## src/rtl/msh_rd_rsp_buf_if.sv

```systemverilog
// Bundle of request, bank-read and response signals for msh_rd_rsp_buf.
// "slave" is the buffer's view; "master" is the requester/bank side.
interface msh_rd_rsp_buf_if #(
  parameter int NUM_MEM_BANKS = 4,
  parameter int ADDR_W        = 12,
  parameter int DATA_W        = 64,
  parameter int TAG_W         = 4,
  parameter int RSP_DEPTH     = 8
) ();
  localparam int BANK_W = $clog2(NUM_MEM_BANKS);
  localparam int CRED_W = $clog2(RSP_DEPTH + 1);

  logic                            rreq_vld;
  logic                            rreq_rdy;
  logic [BANK_W-1:0]               rreq_bank;
  logic [ADDR_W-1:0]               rreq_addr;
  logic [TAG_W-1:0]                rreq_tag;
  logic [NUM_MEM_BANKS-1:0]        mem_rd_en;
  logic [ADDR_W-1:0]               mem_rd_addr;
  logic [NUM_MEM_BANKS*DATA_W-1:0] mem_rd_data;
  logic                            rrsp_vld;
  logic                            rrsp_rdy;
  logic [DATA_W-1:0]               rrsp_data;
  logic [TAG_W-1:0]                rrsp_tag;
  logic [CRED_W-1:0]               rd_credits_used;

  modport slave (
    input  rreq_vld, rreq_bank, rreq_addr, rreq_tag, mem_rd_data, rrsp_rdy,
    output rreq_rdy, mem_rd_en, mem_rd_addr, rrsp_vld, rrsp_data, rrsp_tag,
           rd_credits_used
  );

  modport master (
    output rreq_vld, rreq_bank, rreq_addr, rreq_tag, mem_rd_data, rrsp_rdy,
    input  rreq_rdy, mem_rd_en, mem_rd_addr, rrsp_vld, rrsp_data, rrsp_tag,
           rd_credits_used
  );
endinterface

```

## src/rtl/msh_rd_rsp_buf.sv

```systemverilog
// Mesh read requester/response buffer: strobes the addressed bank, captures its
// fixed-latency data and returns in-order responses under credit flow control.
module msh_rd_rsp_buf #(
  parameter int NUM_MEM_BANKS = 4,
  parameter int ADDR_W        = 12,
  parameter int DATA_W        = 64,
  parameter int TAG_W         = 4,
  parameter int MEM_RD_LAT    = 2,
  parameter int RSP_DEPTH     = 8
) (
  input  logic             i_mclk,
  input  logic             i_mrst,
  msh_rd_rsp_buf_if.slave  bus
);
  localparam int BANK_W = $clog2(NUM_MEM_BANKS);
  localparam int CRED_W = $clog2(RSP_DEPTH + 1);
  localparam int PTR_W  = $clog2(RSP_DEPTH);
  localparam logic [CRED_W-1:0] CRED_MAX = CRED_W'(RSP_DEPTH);
  localparam logic [CRED_W-1:0] CRED_ONE = CRED_W'(1);
  localparam logic [PTR_W:0]    PTR_ONE  = (PTR_W + 1)'(1);

  logic [CRED_W-1:0]        r_cred;
  logic [ADDR_W-1:0]        r_addr;
  logic                     r_pv    [MEM_RD_LAT];
  logic [BANK_W-1:0]        r_pbank [MEM_RD_LAT];
  logic                     r_poor  [MEM_RD_LAT];
  logic [TAG_W-1:0]         r_ptag  [MEM_RD_LAT];
  logic [DATA_W-1:0]        r_fdata [RSP_DEPTH];
  logic [TAG_W-1:0]         r_ftag  [RSP_DEPTH];
  logic [PTR_W:0]           r_wptr;
  logic [PTR_W:0]           r_rptr;

  logic                     w_rdy;
  logic                     w_accept;
  logic                     w_empty;
  logic                     w_pop;
  logic                     w_push;
  logic                     w_oor;
  logic [NUM_MEM_BANKS-1:0] w_en;
  logic [DATA_W-1:0]        w_rdata;

  // Ready depends only on the credit register, never on the response side.
  assign w_rdy    = !i_mrst && (r_cred < CRED_MAX);
  assign w_accept = bus.rreq_vld && w_rdy;
  assign w_empty  = (r_wptr == r_rptr);
  assign w_pop    = !w_empty && bus.rrsp_rdy;
  assign w_push   = r_pv[MEM_RD_LAT-1];

  always_comb begin
    w_oor = 1'b1;
    w_en  = '0;
    for (int b = 0; b < NUM_MEM_BANKS; b++) begin
      if (bus.rreq_bank == BANK_W'(b)) begin
        w_oor   = 1'b0;
        w_en[b] = w_accept;
      end
    end
  end

  // Out-of-range requests select no slice and so return zero data.
  always_comb begin
    w_rdata = '0;
    for (int b = 0; b < NUM_MEM_BANKS; b++) begin
      if (!r_poor[MEM_RD_LAT-1] && (r_pbank[MEM_RD_LAT-1] == BANK_W'(b))) begin
        w_rdata = bus.mem_rd_data[b*DATA_W +: DATA_W];
      end
    end
  end

  always_ff @(posedge i_mclk or posedge i_mrst) begin
    if (i_mrst) begin
      r_cred <= '0;
      r_addr <= '0;
    end else begin
      if (w_accept && !w_pop) begin
        r_cred <= r_cred + CRED_ONE;
      end else if (!w_accept && w_pop) begin
        r_cred <= r_cred - CRED_ONE;
      end
      if (w_accept) begin
        r_addr <= bus.rreq_addr;
      end
    end
  end

  always_ff @(posedge i_mclk or posedge i_mrst) begin
    if (i_mrst) begin
      for (int s = 0; s < MEM_RD_LAT; s++) begin
        r_pv[s]    <= 1'b0;
        r_pbank[s] <= '0;
        r_poor[s]  <= 1'b0;
        r_ptag[s]  <= '0;
      end
    end else begin
      r_pv[0]    <= w_accept;
      r_pbank[0] <= bus.rreq_bank;
      r_poor[0]  <= w_oor;
      r_ptag[0]  <= bus.rreq_tag;
      for (int s = 1; s < MEM_RD_LAT; s++) begin
        r_pv[s]    <= r_pv[s-1];
        r_pbank[s] <= r_pbank[s-1];
        r_poor[s]  <= r_poor[s-1];
        r_ptag[s]  <= r_ptag[s-1];
      end
    end
  end

  // Credits guarantee a free slot whenever the pipeline head pushes.
  always_ff @(posedge i_mclk or posedge i_mrst) begin
    if (i_mrst) begin
      r_wptr <= '0;
      r_rptr <= '0;
      for (int i = 0; i < RSP_DEPTH; i++) begin
        r_fdata[i] <= '0;
        r_ftag[i]  <= '0;
      end
    end else begin
      if (w_push) begin
        r_fdata[r_wptr[PTR_W-1:0]] <= w_rdata;
        r_ftag[r_wptr[PTR_W-1:0]]  <= r_ptag[MEM_RD_LAT-1];
        r_wptr                     <= r_wptr + PTR_ONE;
      end
      if (w_pop) begin
        r_rptr <= r_rptr + PTR_ONE;
      end
    end
  end

  assign bus.rreq_rdy        = w_rdy;
  assign bus.mem_rd_en       = w_en;
  assign bus.mem_rd_addr     = w_accept ? bus.rreq_addr : r_addr;
  assign bus.rrsp_vld        = !w_empty;
  assign bus.rrsp_data       = r_fdata[r_rptr[PTR_W-1:0]];
  assign bus.rrsp_tag        = r_ftag[r_rptr[PTR_W-1:0]];
  assign bus.rd_credits_used = r_cred;
endmodule
```

## src/flat_wrapper.sv

```systemverilog
// flat-port wrapper written by rule: the top's interface ports become plain ports
module msh_rd_rsp_buf_flat 
#(
  parameter int NUM_MEM_BANKS = 4,
  parameter int ADDR_W        = 12,
  parameter int DATA_W        = 64,
  parameter int TAG_W         = 4,
  parameter int MEM_RD_LAT    = 2,
  parameter int RSP_DEPTH     = 8
)
  (i_mclk, i_mrst, bus_rreq_vld, bus_rreq_bank, bus_rreq_addr, bus_rreq_tag, bus_mem_rd_data, bus_rrsp_rdy, bus_rreq_rdy, bus_mem_rd_en, bus_mem_rd_addr, bus_rrsp_vld, bus_rrsp_data, bus_rrsp_tag, bus_rd_credits_used);
  msh_rd_rsp_buf_if #(.NUM_MEM_BANKS(NUM_MEM_BANKS), .ADDR_W(ADDR_W), .DATA_W(DATA_W), .TAG_W(TAG_W), .RSP_DEPTH(RSP_DEPTH)) bus_i ();
  input  logic i_mclk;
  input  logic i_mrst;
  input wire logic [$bits(bus_i.rreq_vld)-1:0] bus_rreq_vld;
  input wire logic [$bits(bus_i.rreq_bank)-1:0] bus_rreq_bank;
  input wire logic [$bits(bus_i.rreq_addr)-1:0] bus_rreq_addr;
  input wire logic [$bits(bus_i.rreq_tag)-1:0] bus_rreq_tag;
  input wire logic [$bits(bus_i.mem_rd_data)-1:0] bus_mem_rd_data;
  input wire logic [$bits(bus_i.rrsp_rdy)-1:0] bus_rrsp_rdy;
  output wire logic [$bits(bus_i.rreq_rdy)-1:0] bus_rreq_rdy;
  output wire logic [$bits(bus_i.mem_rd_en)-1:0] bus_mem_rd_en;
  output wire logic [$bits(bus_i.mem_rd_addr)-1:0] bus_mem_rd_addr;
  output wire logic [$bits(bus_i.rrsp_vld)-1:0] bus_rrsp_vld;
  output wire logic [$bits(bus_i.rrsp_data)-1:0] bus_rrsp_data;
  output wire logic [$bits(bus_i.rrsp_tag)-1:0] bus_rrsp_tag;
  output wire logic [$bits(bus_i.rd_credits_used)-1:0] bus_rd_credits_used;
  assign bus_i.rreq_vld = bus_rreq_vld;
  assign bus_i.rreq_bank = bus_rreq_bank;
  assign bus_i.rreq_addr = bus_rreq_addr;
  assign bus_i.rreq_tag = bus_rreq_tag;
  assign bus_i.mem_rd_data = bus_mem_rd_data;
  assign bus_i.rrsp_rdy = bus_rrsp_rdy;
  assign bus_rreq_rdy = bus_i.rreq_rdy;
  assign bus_mem_rd_en = bus_i.mem_rd_en;
  assign bus_mem_rd_addr = bus_i.mem_rd_addr;
  assign bus_rrsp_vld = bus_i.rrsp_vld;
  assign bus_rrsp_data = bus_i.rrsp_data;
  assign bus_rrsp_tag = bus_i.rrsp_tag;
  assign bus_rd_credits_used = bus_i.rd_credits_used;
  msh_rd_rsp_buf #(.NUM_MEM_BANKS(NUM_MEM_BANKS), .ADDR_W(ADDR_W), .DATA_W(DATA_W), .TAG_W(TAG_W), .MEM_RD_LAT(MEM_RD_LAT), .RSP_DEPTH(RSP_DEPTH)) u_core (.i_mclk(i_mclk), .i_mrst(i_mrst), .bus(bus_i));
endmodule
```

## config.mk

```make
export PLATFORM = sky130hd
export DESIGN_NAME = msh_rd_rsp_buf_flat
export DESIGN_NICKNAME = d
export VERILOG_FILES = /design/src/rtl/msh_rd_rsp_buf_if.sv /design/src/rtl/msh_rd_rsp_buf.sv /design/src/flat_wrapper.sv
export SDC_FILE = /design/constraint.sdc
export NUM_CORES = 1
export LEC_CHECK = 0
export BUFFER_PORTS_ARGS = -buffer_cell sky130_fd_sc_hd__buf_4
export CORE_UTILIZATION = 52
export DETAILED_ROUTE_END_ITERATION = 12
export PLACE_DENSITY = 0.82
export RECOVER_POWER = 50
export SYNTH_ARGS = -nofsm -noshare
export SYNTH_HDL_FRONTEND = slang
export SYNTH_SLANG_ARGS = --single-unit
```

## constraint.sdc

```tcl
create_clock -name i_mclk -period 18.4 [get_ports i_mclk]
set_input_delay 2.76 -clock i_mclk [delete_from_list [all_inputs] [get_ports i_mclk]]
set_output_delay 2.76 -clock i_mclk [all_outputs]
set_load 0.02 [all_outputs]
```

==> run metrics, run 1 <==
result of the run=complete, but fails checks; failing checks=max-capacitance violations, max-slew violations; sequential share of the synthesized area=0.549; area fraction of the dominant cell type after synthesis=0.549; PnR Total Power=slightly below 0.006 W; Final Max Slew Viols=1300; total gr overflow=0; # diodes=0; Pint=0.00383 W; Clock Path Buffers=3; CTS tree=built; Setup TNS Final=0 ns; final setup violation count=0; Bufs and invs on worst path=5; nets=approximately 2800; P_sw=0.00205 W; Syn Nets=~2600; post-synthesis area per instance=11.7 um2; Residual DRC=0; first-pass GRT wire length=roughly 110 mm; router iterations before antenna repair=5; leakage power=approximately 15 nW; ys flop type=dfrtp_1; dominant cell type by area after synthesis=dfrtp_1; PwrDens=between 150 and 200 nW/um2; Sw Ratio=0.349; max incr delay on CP=approximately 2.7 ns; WL final=about 69 mm; Clock Skews=between 0.015 and 0.02 ns; most frequent cells after synthesis=dfrtp_1 (584), nand2_1 (532), o21ai_0 (514), mux4_2 (166), mux2_2 (111); yosys warns=0; Syn Std Cell Area=between 20000 and 30000 um2; layout cells sized above 1=0.287; Rows=82; PostCTS Resize Cnt=0; synthesized flop and latch total=roughly 580; Syn-to-layout area delta=18.3%; via count=about 19000; RSZ-0062 raised after global routing=no; count of max-cap constraint violations=20; Worst Setup Path Type=input pin to async pin; num ports=roughly 370; CTS sink cnt=~580; wire per inst=roughly 21 um; Final WS setup=around 11 ns; fmax=about 130 MHz; worst-path maximum fanout=between 70 and 80; H-tree depth=2; Post-synth ARST share=1.00; worst path cell trace=clkbuf_1 -> clkinvlp_2 -> clkbuf_1 -> buf_4 -> buf_4; hpwl dp=between 40 and 50 mm; cell with the most instances after synthesis=dfrtp_1; register share of total power=0.393; RD Place Congestion=about 0.84; CP Data Arrival Time=approximately 8.5 ns; CP Capture Type=async pin; Initial Util=0.529; Yosys cell types=35; die height=approximately 230 um; clock share of power=0.213; Gate power share=0.395; die area=about 52000 um2; Final ANT Viol Nets=0; Tightest Pin Transition=approximately 4.4 ns; Final Cycle Share=0.427; initial antenna violation count=0; EDFF count, synth=0; Chip Width=around 230 um; Worst-path clk slew=~0.060 ns; CTS root buffer=clkbuf_16; top post-synthesis cells by area=dfrtp_1 (55%), mux4_2 (14%), o21ai_0 (9.7%); Worst slew margin=-1.96; Post-CTS Setup Bufs=0; Hold Crit Class=flip-flop to flip-flop; clk_lat worst skew=0.62 ns; Worst Setup Start Kind=input pin; largest net degree at the start of global routing=between 150 and 200; cts bufs inserted=60; maximum VDD drop=roughly 0.092 mV; hold_buf cts=0; port buffer count=between 300 and 400; final worst path period need=about 8 ns; Synth Instances=between 2000 and 2500; vias in the first global route=slightly above 20000; Total GRT Usage=0.268; vias per cell=a little under 6; Placement Setup Slack=about 11 ns; Final Hold Vio Count=0; CP delay by family, top=buffers and inverters; core area=just over 50000 um2; Req. time, crit path=about 19 ns; Iter 0 DRT Violations=between 1000 and 1500; Max stage delay cell, worst path=clkbuf_1; fillcell total=approximately 3700
-- kinds of logic (layout without fill, tap and decap cells) --
logic type,after synthesis,in the layout,synth area share
compound gates,553,553,0.109
fa+ha+maj,6,6,0.00310
flops,584,584,0.549
mux,346,346,0.213
xor+xnor,12,12,0.00395
other cells,1,1,0.000141
buf+inv,185,499,0.0340
simple gates,587,587,0.0874
-- per-layer routing --
layer / share of wire / vias up / GRT usage / wire (um)
met5: 0 / - / 0 / 0
met4: 0.038 / 0 / 0.116 / 2590
met3: 0.066 / 162 / 0.0528 / 4520
met2: 0.50 / 714 / 0.451 / 34400
met1: 0.40 / 9838 / 0.340 / 27200
li1: - / 8588 / - / -
-- worst reg2reg max path, cell delays in order (launching register included) --
cell and delay, ns:
dfrtp_1 2.45, clkbuf_1 2.60, mux4_2 0.85, nand2b_1 0.24
o21ai_0 0.12
-- power groups by stage --
| stage | Sequential, W | Combinational [W] | Clock [W] |
|---|---|---|---|
| 2_1_floorplan | 0.00213 | 0.00171 | 0 |
| 3_3_place_gp | 0.00225 | 0.00224 | 0 |
| 3_5_place_dp | 0.00231 | 0.00232 | 0 |
| 4_1_cts | 0.00230 | 0.00235 | 0.00127 |
| 5_1_grt | 0.00238 | 0.00252 | 0.00132 |
| 6_report | 0.00231 | 0.00232 | 0.00125 |
-- worst paths after layout --
path	startpoint	endpoint	slack, ns	depth (start not counted)
worst min register to register	u_core.r_poor[1]	u_core.r_poor[0]	0.35	0
min in group asynchronous	i_mrst	u_core.bus.rd_credits_used[3]	2.63	2
worst max register to register	u_core.r_pbank[0]	u_core.r_fdata[67]	11.84	4
worst min-delay path	u_core.r_poor[1]	u_core.r_poor[0]	0.35	0
worst max-delay path	i_mrst	u_core.r_fdata[213]	10.54	5
max in group i_mclk	i_mrst	bus_mem_rd_addr[6]	11.18	5
-- sequential cells by signal, summed over array words and instances, names as in the netlist --
signal / cells
u_core.r_ftag: 32
u_core.r_addr: 12
u_core.r_fdata: 512
u_core.w_push: 1
u_core.bus.rd_credits_used: 4
u_core.r_pv: 1
u_core.r_poor: 2
u_core.r_wptr: 4
u_core.r_ptag: 8
u_core.r_rptr: 4
u_core.r_pbank: 4
-- layout make-up --
cell class | instances | area [um2] | share of cell area
multi-input cells | 1505 | 11100 | 0.353
inverters | 3 | 12.5 | 0.000397
well taps | 672 | 841 | 0.0267
clock inverters | 15 | 218 | 0.00691
clock buffers | 92 | 1830 | 0.0582
repair buffers | 389 | 2870 | 0.0911
flip-flops and latches | 584 | 14600 | 0.464
-- stage by stage --
| step | cells | area [um2] | hold slack (ns) | utilization |
|---|---|---|---|---|
| after floorplan | 2274 | 26600 | 0.331 | - |
| final | 3260 | 31500 | 0.346 | 0.625 |
| after detailed placement | 3153 | 29600 | 0.335 | 0.588 |
| after global routing | 3260 | 31500 | 0.354 | 0.625 |
| after global placement | 3153 | 29600 | 0.337 | 0.588 |
| after CTS | 3260 | 31700 | 0.348 | 0.628 |
-- placed cells by master, fill, tap and decap left out, types with 4 or more instances in the layout --
master     count
bufinv_16      5
buf_4        359
xnor2_1        9
clkinv_2       5
clkbuf_16     61
dfrtp_1      580
mux2i_1       69
nor2_1         4
clkbuf_4      12
nand2_1      532
o21ai_0      514
nand2b_1      30
mux4_2       166
nand3_1        5
mux2_1         8
ha_1           5
mux2_2       103
o22a_1        34
clkbuf_8      19
clkbuf_1      29
Power figures use the tool's default switching activity.
==> inputs of run 2 (changes only) <==
CORE_UTILIZATION = 58   (was 52)
PLACE_DENSITY = 0.86   (was 0.82)
clock period = 8 ns   (was 18.4 ns; I/O delays follow)
==> run 2 against run 1 <==
  * The flow still finishes with violations (max-capacitance violations, max-slew violations)
  * Clock skew is 0.00059 ns higher
  * Register-to-register slack worse by 8.5 ns
  * Count of clock-buffer cells in the layout down 9
  * Routed wire length is 2.1% higher
  * Largest power group unchanged
==> run metrics, run 2 (synthesis results as in run 1) <==
Worst Setup Path Type=input pin to async pin; wire per inst=22.0 um (+4.3%); Worst Setup Start Kind=input pin; CTS tree=built; H-tree depth=2 (unchanged); hpwl dp=41.9 mm (+0.11%); port buffer count=367 (unchanged); Final Max Slew Viols=500 (-62%); CP Data Arrival Time=5.09 ns (-3.44 ns); hold_buf cts=0 (unchanged); result of the run=complete, but fails checks; leakage power=14.6 nW (+0.12%); Residual DRC=0 (unchanged); worst-path maximum fanout=110 (+45%); most frequent CP cell=clkbuf_1; final setup violation count=0 (unchanged); Setup TNS Final=0 ns (unchanged); router iterations before antenna repair=5 (unchanged); CTS root buffer=clkbuf_16; layout cells sized above 1=0.293 (+0.00546); num ports=368 (unchanged); largest net degree at the start of global routing=165 (-7.3%); Final Hold Slack=0.342 ns (-0.00486 ns); final non-filler cell total=3192 (-2.1%); maximum VDD drop=0.327 mV (+260%); total gr overflow=0 (unchanged); Initial Util=0.588 (+0.0594); Final ANT Viol Nets=0 (unchanged); most common cell after layout, fill and taps aside=dfrtp_1; CTS sink cnt=584 (unchanged); Final WS setup=2.61 ns (-7.94 ns); nets=2827 (unchanged); Final Cycle Share=0.674; fmax=185 MHz; Cells after DPL=3082 (-2.3%); leading cell types in the layout, fill and taps excluded=dfrtp_1 (580), nand2_1 (531), o21ai_0 (514); max FFs per register=512 (unchanged); die area=46800 um2 (-10%); WL final=70.2 mm (+2.1%); RD Place Congestion=0.789 (-6.1%); count of max-cap constraint violations=7 (-65%); Syn-to-layout area delta=18.2%; Most flops, register=u_core.r_fdata; PwrDens=429 nW/um2 (+130%); Post-Layout Inst Area=31500 um2 (-0.15%); Chip Width=216 um (-5.3%); first-pass GRT wire length=112 mm (+1.2%); Multi-input gate area=11200 um2 (+0.52%); Tightest Pin Transition=4.38 ns (-0.0528 ns); Hold Crit Class=flip-flop to flip-flop; Max stage delay cell, worst path=clkbuf_1; CP Capture Type=async pin; Reg area=14600 um2 (unchanged); Final Hold Vio Count=0 (unchanged); vias per cell=6.12 (+3.4%); vias in the first global route=20554 (+0.42%); Clock Path Buffers=3 (unchanged); core area=45300 um2 (-10%); Clock Skews=0.0193 ns (+0.000589 ns); cts bufs inserted=59 (-1.7%); PostCTS Resize Cnt=0 (unchanged); Rows=78 (-4.9%); Post-DP Area=29500 um2 (-0.24%); Iter 0 DRT Violations=1575 (+7.4%); failing checks=max-capacitance violations, max-slew violations; Post-CTS Setup Bufs=0 (unchanged); fillcell total=3065 (-16%); Worst-path clk slew=0.06 ns (about the same); initial antenna violation count=2 (+2); biggest registers after layout=u_core.r_fdata: 512 flops, u_core.r_ftag: 32 flops, u_core.r_addr: 12 flops; Req. time, crit path=7.69 ns (-11.39 ns); final worst path period need=roughly 5.4 ns; Total GRT Usage=0.305 (+0.0366); die height=216 um (-5.3%); RSZ-0062 raised after global routing=no; via count=19544 (+1.3%); Worst slew margin=-1.92 (+0.0352); max incr delay on CP=3.10 ns (+0.38 ns); worst path cell trace=clkbuf_1 -> clkinvlp_2 -> buf_12 -> clkbuf_1; Placement Setup Slack=3.98 ns (-7.40 ns); clk_lat worst skew=0.62 ns (about the same)
-- run 2: worst max-delay path, delay by kind of cell --
kind     cells  cell delay [ns]
buf+inv      4             3.76
-- run 2: stage by stage --
stage,util,total power [W]
after floorplan,-,0.00883
after global placement,0.652,0.0103
after detailed placement,0.652,0.0106
after CTS,0.696,0.0135
after global routing,0.695,0.0142
final,0.695,0.0135
-- run 2: worst paths after layout --
check                                 start             endpoint  slack (ns)  depth (start not counted)
hold reg to reg            u_core.r_poor[1]     u_core.r_poor[0]        0.34                          0
hold / removal             u_core.r_poor[1]     u_core.r_poor[0]        0.34                          0
setup / recovery                     i_mrst  u_core.r_fdata[235]        2.61                          4
min in group asynchronous            i_mrst     u_core.r_addr[2]        0.79                          3
setup reg to reg              u_core.w_push   u_core.r_fdata[22]        3.35                          3
max in group i_mclk           u_core.w_push   u_core.r_fdata[22]        3.35                          3
-- run 2: area by class of cell --
cell class                      instances  area share
Tap cell                              600      0.0239
Timing Repair Buffer                  390      0.0924
Multi-Input combinational cell       1505       0.355
Antenna cell                            1   0.0000795
Clock inverter                         26     0.00883
Sequential cell                       584       0.465
Inverter                                3    0.000398
Clock buffer                           83      0.0546
-- run 2: power breakdown --
group	switching, W	internal, W
sequential	0.000945	0.00436
combinational	0.00269	0.00270
clock	0.00117	0.00165
-- run 2: metal layers --
| layer | vias up | wire (um) | track usage |
|---|---|---|---|
| li1 | 8575 | - | - |
| met1 | 9990 | 27400 | 0.398 |
| met2 | 821 | 35400 | 0.512 |
| met3 | 156 | 5000 | 0.0587 |
| met4 | 2 | 2390 | 0.112 |
| met5 | - | 11 | 0 |
